## src/rtl/ascii_num_tx_if.sv

```systemverilog
// ascii_num_tx_if: request side (valid/ready, value, hex, newline) and character side (valid/ready, char, last)
interface ascii_num_tx_if #(parameter int WIDTH = 16);
  logic             in_valid;
  logic             in_ready;
  logic [WIDTH-1:0] in_value;
  logic             in_hex;
  logic             in_newline;
  logic             out_valid;
  logic             out_ready;
  logic [6:0]       out_char;
  logic             out_last;
  modport master (output in_valid, in_value, in_hex, in_newline, out_ready, input in_ready, out_valid, out_char, out_last);
  modport slave (input in_valid, in_value, in_hex, in_newline, out_ready, output in_ready, out_valid, out_char, out_last);
endinterface

```

## src/rtl/ascii_num_tx.sv

```systemverilog
// ascii_num_tx: formats one value per request as decimal or uppercase hex ASCII with optional CR LF; ports clk, rst_n, bus (slave)
module ascii_num_tx #(
  parameter int WIDTH      = 16,
  parameter int DEC_DIGITS = 5
) (
  input logic          clk,
  input logic          rst_n,
  ascii_num_tx_if.slave bus
);
  localparam int DW = 4 * DEC_DIGITS;
  localparam int IW = $clog2(DEC_DIGITS + 1);
  localparam int CW = $clog2(WIDTH + 1);
  typedef enum logic [2:0] {IDLE, CONV, EMIT, CR, LF} state_t;
  state_t           state;
  logic [DW-1:0]    dg, adj, bcd_next, ld;
  logic [WIDTH-1:0] sh;
  logic [CW-1:0]    cnt;
  logic [IW-1:0]    idx, idx_m1, msd;
  logic             nl, last;
  logic [6:0]       ch;
  function automatic logic [6:0] ascii(input logic [3:0] d);
    return d <= 4'd9 ? 7'h30 + {3'b000, d} : 7'h37 + {3'b000, d};
  endfunction
  always_comb begin
    adj = dg;
    for (int i = 0; i < DEC_DIGITS; i++)
      adj[4*i +: 4] = dg[4*i +: 4] >= 4'd5 ? dg[4*i +: 4] + 4'd3 : dg[4*i +: 4];
    bcd_next = DW'({adj, sh[WIDTH-1]});
    ld = state == IDLE ? DW'(bus.in_value) : bcd_next;
    msd = '0;
    for (int i = 0; i < DEC_DIGITS; i++)
      if (ld[4*i +: 4] != 4'd0) msd = IW'(i);
    idx_m1 = idx - IW'(1);
  end
  assign bus.in_ready  = state == IDLE;
  assign bus.out_valid = state == EMIT || state == CR || state == LF;
  assign bus.out_char  = ch;
  assign bus.out_last  = last;
  always_ff @(posedge clk or negedge rst_n) begin
    if (!rst_n) begin
      state <= IDLE;
      dg    <= '0;
      sh    <= '0;
      cnt   <= '0;
      idx   <= '0;
      nl    <= 1'b0;
      ch    <= '0;
      last  <= 1'b0;
    end else begin
      case (state)
        IDLE: if (bus.in_valid) begin
          nl    <= bus.in_newline;
          sh    <= bus.in_value;
          cnt   <= CW'(WIDTH - 1);
          dg    <= bus.in_hex ? ld : '0;
          idx   <= msd;
          state <= bus.in_hex ? EMIT : CONV;
          ch    <= bus.in_hex ? ascii(ld[{msd, 2'b00} +: 4]) : 7'h00;
          last  <= bus.in_hex && msd == '0 && !bus.in_newline;
        end
        CONV: begin
          dg  <= bcd_next;
          sh  <= sh << 1;
          cnt <= cnt - CW'(1);
          if (cnt == '0) begin
            state <= EMIT;
            idx   <= msd;
            ch    <= ascii(ld[{msd, 2'b00} +: 4]);
            last  <= msd == '0 && !nl;
          end
        end
        EMIT: if (bus.out_ready) begin
          if (idx == '0) begin
            state <= nl ? CR : IDLE;
            ch    <= nl ? 7'h0D : 7'h00;
            last  <= 1'b0;
          end else begin
            idx  <= idx_m1;
            ch   <= ascii(dg[{idx_m1, 2'b00} +: 4]);
            last <= idx_m1 == '0 && !nl;
          end
        end
        CR: if (bus.out_ready) begin
          state <= LF;
          ch    <= 7'h0A;
          last  <= 1'b1;
        end
        LF: if (bus.out_ready) begin
          state <= IDLE;
          ch    <= 7'h00;
          last  <= 1'b0;
        end
        default: state <= IDLE;
      endcase
    end
  end
endmodule

```

## src/flat_wrapper.sv

```systemverilog
// flat-port wrapper written by rule: the top's interface ports become plain ports
module ascii_num_tx_flat 
#(
  parameter int WIDTH      = 16,
  parameter int DEC_DIGITS = 5
)
  (clk, rst_n, bus_in_valid, bus_in_value, bus_in_hex, bus_in_newline, bus_out_ready, bus_in_ready, bus_out_valid, bus_out_char, bus_out_last);
  ascii_num_tx_if #(.WIDTH(WIDTH)) bus_i ();
  input logic clk;
  input logic rst_n;
  input wire logic [$bits(bus_i.in_valid)-1:0] bus_in_valid;
  input wire logic [$bits(bus_i.in_value)-1:0] bus_in_value;
  input wire logic [$bits(bus_i.in_hex)-1:0] bus_in_hex;
  input wire logic [$bits(bus_i.in_newline)-1:0] bus_in_newline;
  input wire logic [$bits(bus_i.out_ready)-1:0] bus_out_ready;
  output wire logic [$bits(bus_i.in_ready)-1:0] bus_in_ready;
  output wire logic [$bits(bus_i.out_valid)-1:0] bus_out_valid;
  output wire logic [$bits(bus_i.out_char)-1:0] bus_out_char;
  output wire logic [$bits(bus_i.out_last)-1:0] bus_out_last;
  assign bus_i.in_valid = bus_in_valid;
  assign bus_i.in_value = bus_in_value;
  assign bus_i.in_hex = bus_in_hex;
  assign bus_i.in_newline = bus_in_newline;
  assign bus_i.out_ready = bus_out_ready;
  assign bus_in_ready = bus_i.in_ready;
  assign bus_out_valid = bus_i.out_valid;
  assign bus_out_char = bus_i.out_char;
  assign bus_out_last = bus_i.out_last;
  ascii_num_tx #(.WIDTH(WIDTH), .DEC_DIGITS(DEC_DIGITS)) u_core (.clk(clk), .rst_n(rst_n), .bus(bus_i));
endmodule
```

## config.mk

```make
export PLATFORM = sky130hd
export DESIGN_NAME = ascii_num_tx_flat
export DESIGN_NICKNAME = d
export VERILOG_FILES = /design/src/rtl/ascii_num_tx_if.sv /design/src/rtl/ascii_num_tx.sv /design/src/flat_wrapper.sv
export SDC_FILE = /design/constraint.sdc
export NUM_CORES = 1
export LEC_CHECK = 0
export ABC_AREA = 1
export CAP_MARGIN = 15
export CORE_MARGIN = 2
export CORE_UTILIZATION = 54
export DETAILED_ROUTE_END_ITERATION = 8
export PLACE_DENSITY = 0.8
export RECOVER_POWER = 100
export SLEW_MARGIN = 20
export SYNTH_ARGS = -nofsm -noshare
export SYNTH_HDL_FRONTEND = slang
export SYNTH_SLANG_ARGS = --single-unit
```

## constraint.sdc

```tcl
create_clock -name clk -period 2.8 [get_ports clk]
set_input_delay 0.56 -clock clk [delete_from_list [all_inputs] [get_ports clk]]
set_output_delay 0.56 -clock clk [all_outputs]
set_load 0.1 [all_outputs]
```

==> results of run 1 <==
what timing repair did:
action,in CTS,in global routing
pin swaps,24,23
endpoints found under the setup margin,6,8
resized for setup,54,31
cloned,0,0
buffers inserted,29,10
cells in the final DEF (no fill, tap or decap), types with 2 or more instances in the layout:
cell and count:
nor2_2 4, clkinv_2 2, a21oi_1 29, nand4_1 8
dfrtp_1 54, nor2_1 52, ha_4 5, nor2_4 5
buf_6 4, o21ai_0 33, ha_1 11, o21a_1 2
or2_1 3, o221ai_1 7, nand2_1 100, clkbuf_8 5
a22oi_1 3, o21ai_1 8, nand3_2 16, nor3_1 6
dfrtp_2 2, inv_2 17, clkdlybuf4s50_1 20, clkbuf_1 13
nand2_4 13, nand3_4 2, inv_1 59, o22ai_1 20
or2_2 4, nand2_2 23, o211ai_1 7, ha_2 3
clkbuf_2 5, buf_4 106, a31oi_1 5, nand3_1 33
final timing paths:
check	slack [ns]	depth (start not counted)	end	start
worst max-delay path	-0.29	24	u_core.dg[13]	u_core.dg[12]
worst min-delay path	0.51	2	u_core.sh[0]	u_core.sh[0]
worst max register to register	-0.29	24	u_core.dg[13]	u_core.dg[12]
worst min register to register	0.51	2	u_core.sh[0]	u_core.sh[0]
max in group asynchronous	0.65	2	u_core.dg[12]	rst_n
min in group asynchronous	0.88	1	u_core.sh[5]	rst_n
metal layers:
metal / share of wire, % / up-vias / GRT usage, %
li1: - / 2184 / -
met1: 41 / 2189 / 42.77
met2: 49 / 262 / 55.10
met3: 7.8 / 36 / 4.508
met4: 2.2 / 0 / 8.838
met5: 0 / - / 0
Yosys cell counts (2+ instances only):
master    instances
nand2_1         126
inv_1            74
dfrtp_1          56
nor2_1           54
nand3_1          43
o21ai_0          41
a21oi_1          29
o22ai_1          20
ha_1             19
clkbuf_1          8
nand2_2           8
nand4_1           8
o221ai_1          8
nand3_2           7
nor3_1            7
o211ai_1          7
a31oi_1           5
nor2_2            5
or2_2             5
a22oi_1           3
buf_6             3
inv_2             3
nand2_4           3
buf_1             2
nor2_4            2
o21a_1            2
or2_1             2
xor2_1            2
worst max-delay path, delay by kind of cell, from the launching register on:
family	cells	cell delay, ns
flip-flops	1	0.46
buffers and inverters	16	1.91
adder cells (fa/ha/maj)	1	0.15
AO/OA/AOI/OAI	1	0.07
AND/OR/NAND/NOR	6	0.42
state kept, by name, summed over array words and instances (netlist names):
register	count
u_core.sh	16
u_core.cnt	5
u_core.idx	3
u_core.bus.out_char	7
u_core.state	3
u_core.bus.out_last	1
u_core.nl	1
u_core.dg	20
through the flow:
step	setup TNS [ns]	std cells	utilization, %	hold slack (ns)
after detailed placement	-1.671	765	69.10	0.4908
after floorplan	0	570	-	0.2644
after global placement	-1.071	765	69.10	0.4833
final	-1.513	811	77.80	0.5121
after global routing	-4.325	811	77.80	0.5671
after CTS	-0.3868	801	76.06	0.3994
logic make-up after synthesis:
family / synth area share [%]
flip-flops: 34.43
XOR/XNOR: 0.4305
multiplexers: 0.2766
buffers and inverters: 9.253
AO/OA/AOI/OAI: 18.05
adder cells (fa/ha/maj): 5.841
AND/OR/NAND/NOR: 31.72
layout make-up:
| class | count | area share [%] |
|---|---|---|
| multi-input combinational | 421 | 45.85 |
| sequential | 56 | 24.75 |
| timing repair buffer | 148 | 19.94 |
| inverter | 79 | 5.382 |
| tap | 99 | 2.184 |
| clock buffer | 6 | 1.279 |
| clock inverter | 2 | 0.6176 |
==> flow_summary.yaml, run 1 <==
sta:
  slew_viol_final: 40
  finClkSkew_ns: 0.006484
  finalCritPeriodShare_pct: 110.4
  finalHoldViolCount: 0
  tightestPinTransition_ns: 2.189
  rsz0062_at_grt: "true"
  setup_slack_ns: -0.2914
  slew_headroom_pct: -45.91
  fin_crit_ns: 3.091
  fmax_mhz: 323.5
  setup_violations: 8
worst_setup_path:
  required_ns: 3.03
  slowest_stage: "dfrtp_2"
  crit_type: "flop to flop"
  cp-start-kind: "flop"
  end_kind: "flop"
  crit_path_frequent_cell: "buf_4"
  max_stage_delay_ns: 0.46
  crit_chain: "inv_2 > ha_4 > nand2_2 > nand2_2 > nand2_4 > inv_4 > nand2_2 > buf_4 > buf_4 > buf_4 > buf_4 > buf_4 > buf_4 > buf_4 > buf_4 > buf_4 > buf_4 > buf_4 > buf_4 > buf_4 > buf_4 > nand2_1 > nand2_1 > o221ai_2"
  crit_arrival_ns: 3.32
  path_max_fanout: 3
global_routing:
  grt_pass1_wl_mm: 21.55
  grt_pass1_vias: 4579
  globalRouteOverflowTotal: 0
  gr-usage-all-layers_pct: 32.19
  grt_max_degree: 40
  antenna_found_initial: 0
clock_tree:
  clock_latency_ns: 0.31
  numCtsBuffers: 5
  cts_root_buffer: "clkbuf_8"
  cts_hold_buf: 0
  cts.path.max_buffers: 2
  clk_pin_slew_worst_paths_ns: 0.10
  cts_tree: "built"
  cts_max_level: 2
  clock_sinks: 56
placement:
  hpwlAfterDp_mm: 9.162
  gp_congestion: 0.9053
  io_buffers: 31
  place_area_mm2: 0.005039
  dp_slack_ns: -0.3347
finish:
  design_area_mm2: 0.005673
  regArea_mm2: 0.001404
  multi_input_area_mm2: 0.002601
  drive_gt1_share_pct: 32.44
  syn2layout_area_growth_pct: 39.38
  nets: 752
  diodes: 0
  fill_cells: 548
hold_path:
  hold_path_class: "flop to flop"
routing:
  drt_first_pass_iters: 5
  dr.first_iter.drc_count: 612
  viasPerCell: 5.760
  ant_nets: 0
  drc: 0
  routed_wl_mm: 13.43
  routedWlPerCell_um: 16.56
  dr_total_vias: 4671
synthesis:
  synth_warnings: 0
  synth_nets: 611
  ys_types: 46
  synth_cells: 570
  ys_seq_area_share_pct: 34.43
  ys.flop_type: "dfrtp_1"
  ys_top_cells_by_area: "dfrtp_1 (34%), nand2_1 (12%), inv_1 (6.8%)"
  synth_top_area_share_pct: 34.43
  ys_ff_latch: 56
  avgSynthCellArea_um2: 7.141
  async_flop_share_pct: 100.0
  synth_edf_count: 0
  yosysTopAreaCell: "dfrtp_1"
  syn-cell-area_mm2: 0.004070
status:
  status: "finished with violations"
  violations: "max-capacitance violations, max-slew violations, negative setup slack"
floorplan:
  core_mm2: 0.007292
  die_w_um: 90.82
  initial_core_util_pct: 55.82
  rows: 31
  die_area_mm2: 0.008247
  die_h_um: 90.82
  io_pins: 32
run:
  drv_cap: 1
Power of run 1 is not shown: default switching activity piles up to over one toggle a cycle in this logic, so the estimate is an artifact.
==> run 2: changes to the inputs <==
Settings changed: TNS_END_PERCENT set to 50.
==> flow_summary.yaml, run 2 (synthesis gave the netlist of run 1 again) <==
routing:
  routed_wl_mm: 13.36
  dr_total_vias: 4677
  viasPerCell: 5.767
  dr.first_iter.drc_count: 447
  ant_nets: 0
  routedWlPerCell_um: 16.47
  drc: 0
  drt_first_pass_iters: 6
global_routing:
  gr-usage-all-layers_pct: 32.19
  grt_max_degree: 40
  grt_pass1_vias: 4579
  globalRouteOverflowTotal: 0
  antenna_found_initial: 0
  grt_pass1_wl_mm: 21.55
worst_setup_path:
  required_ns: 3.02
  crit_path_frequent_cell: "buf_4"
  path_buf_inv: 16
  crit_arrival_ns: 3.30
  crit_family: "buffers and inverters"
  slowest_stage: "dfrtp_2"
  crit_chain: "inv_2 > ha_4 > nand2_2 > nand2_2 > nand2_4 > inv_4 > nand2_2 > buf_4 > buf_4 > buf_4 > buf_4 > buf_4 > buf_4 > buf_4 > buf_4 > buf_4 > buf_4 > buf_4 > buf_4 > buf_4 > buf_4 > nand2_1 > nand2_1 > o221ai_1"
  max_stage_delay_ns: 0.47
  end_kind: "flop"
  r2r_cells: 24
  cp-start-kind: "flop"
  crit_type: "flop to flop"
  path_depth: 24
  path_max_fanout: 3
finish:
  syn2layout_area_growth_pct: 39.23
  largest-register: "u_core.dg"
  fin_cells: 811
  final_common_cell: "buf_4"
  nets: 752
  diodes: 0
  largest_register_ffs: 20
  layout_common_cells: "buf_4 (106), nand2_1 (100), inv_1 (59)"
  drive_gt1_share_pct: 32.30
  fill_cells: 548
  final_core_util_pct: 77.71
floorplan:
  io_pins: 32
  initial_core_util_pct: 55.82
  rows: 31
  die_w_um: 90.82
  die_area_mm2: 0.008247
  die_h_um: 90.82
  core_mm2: 0.007292
status:
  violations: "max-capacitance violations, max-slew violations, negative setup slack"
  status: "finished with violations"
hold_path:
  hold_path_class: "flop to flop"
  hold-path-cell-count: 2
placement:
  dpl.cell_count: 765
  dp_slack_ns: -0.3347
  hpwlAfterDp_mm: 9.162
  io_buffers: 31
  gp_congestion: 0.9053
sta:
  fmax_mhz: 325.2
  whs_ns: 0.5100
  finClkSkew_ns: 0.007727
  rsz0062_at_grt: "true"
  finalCritPeriodShare_pct: 109.8
  fin_crit_ns: 3.075
  setup_violations: 8
  tightestPinTransition_ns: 2.198
  setup_slack_ns: -0.2749
  slew_headroom_pct: -46.54
  slew_viol_final: 40
  finalHoldViolCount: 0
clock_tree:
  cts.path.max_buffers: 2
  clk_pin_slew_worst_paths_ns: 0.10
  cts_tree: "built"
  cts_max_level: 2
  cts_root_buffer: "clkbuf_8"
  numCtsBuffers: 5
  clock_latency_ns: 0.31
  clock_sinks: 56
run:
  drv_cap: 1
==> run 2: cell count changes in the layout (fill, tap and decap cells not counted) <==
cell      change
o221ai_1      +1
o221ai_2      -1
==> run 2: layout make-up <==
class / count / area, µm² / share of cell area, %
Clock buffer: 6 / 72.57 / 1.281
Clock inverter: 2 / 35.03 / 0.6182
Inverter: 79 / 305.3 / 5.388
Multi-Input combinational cell: 421 / 2595 / 45.79
Sequential cell: 56 / 1404 / 24.77
Tap cell: 99 / 123.9 / 2.186
Timing Repair Buffer: 148 / 1131 / 19.96
==> run 2: path summary, 6_finish.rpt <==
kind                                     from             to  slack [ns]
worst max-delay path            u_core.dg[12]  u_core.dg[13]       -0.27
worst min-delay path             u_core.sh[0]   u_core.sh[0]        0.51
worst max register to register  u_core.dg[12]  u_core.dg[13]       -0.27
worst min register to register   u_core.sh[0]   u_core.sh[0]        0.51
max in group asynchronous               rst_n  u_core.dg[12]        0.63
min in group asynchronous               rst_n   u_core.sh[5]        0.89
==> run 2: stage by stage <==
stage | area, µm² | setup TNS [ns]
after floorplan | 4114 | 0
after global placement | 5039 | -1.071
after detailed placement | 5039 | -1.671
after CTS | 5547 | -0.3868
after global routing | 5667 | -4.748
final | 5667 | -1.430
==> run 2: layer usage <==
| metal | track usage, % | vias to the layer above | wire [µm] |
|---|---|---|---|
| li1 | - | 2184 | - |
| met1 | 42.77 | 2194 | 5480 |
| met2 | 55.10 | 268 | 6556 |
| met3 | 4.508 | 31 | 1069 |
| met4 | 8.838 | 0 | 249 |
| met5 | 0 | - | 0 |
==> run 2: repair_timing <==
item | CTS | global route
buffers inserted | 29 | 10
endpoints found under the setup margin | 6 | 8
cloned | 0 | 0
hold buffers | 0 | 0
pin swaps | 24 | 23
gates resized for setup | 54 | 30
==> run 2: tightest hold or removal path: stages (launching register included) <==
cell and delay, ns:
dfrtp_1 0.37, nand2_1 0.05, o21ai_0 0.06
Power of run 2 is left out for the same reason.
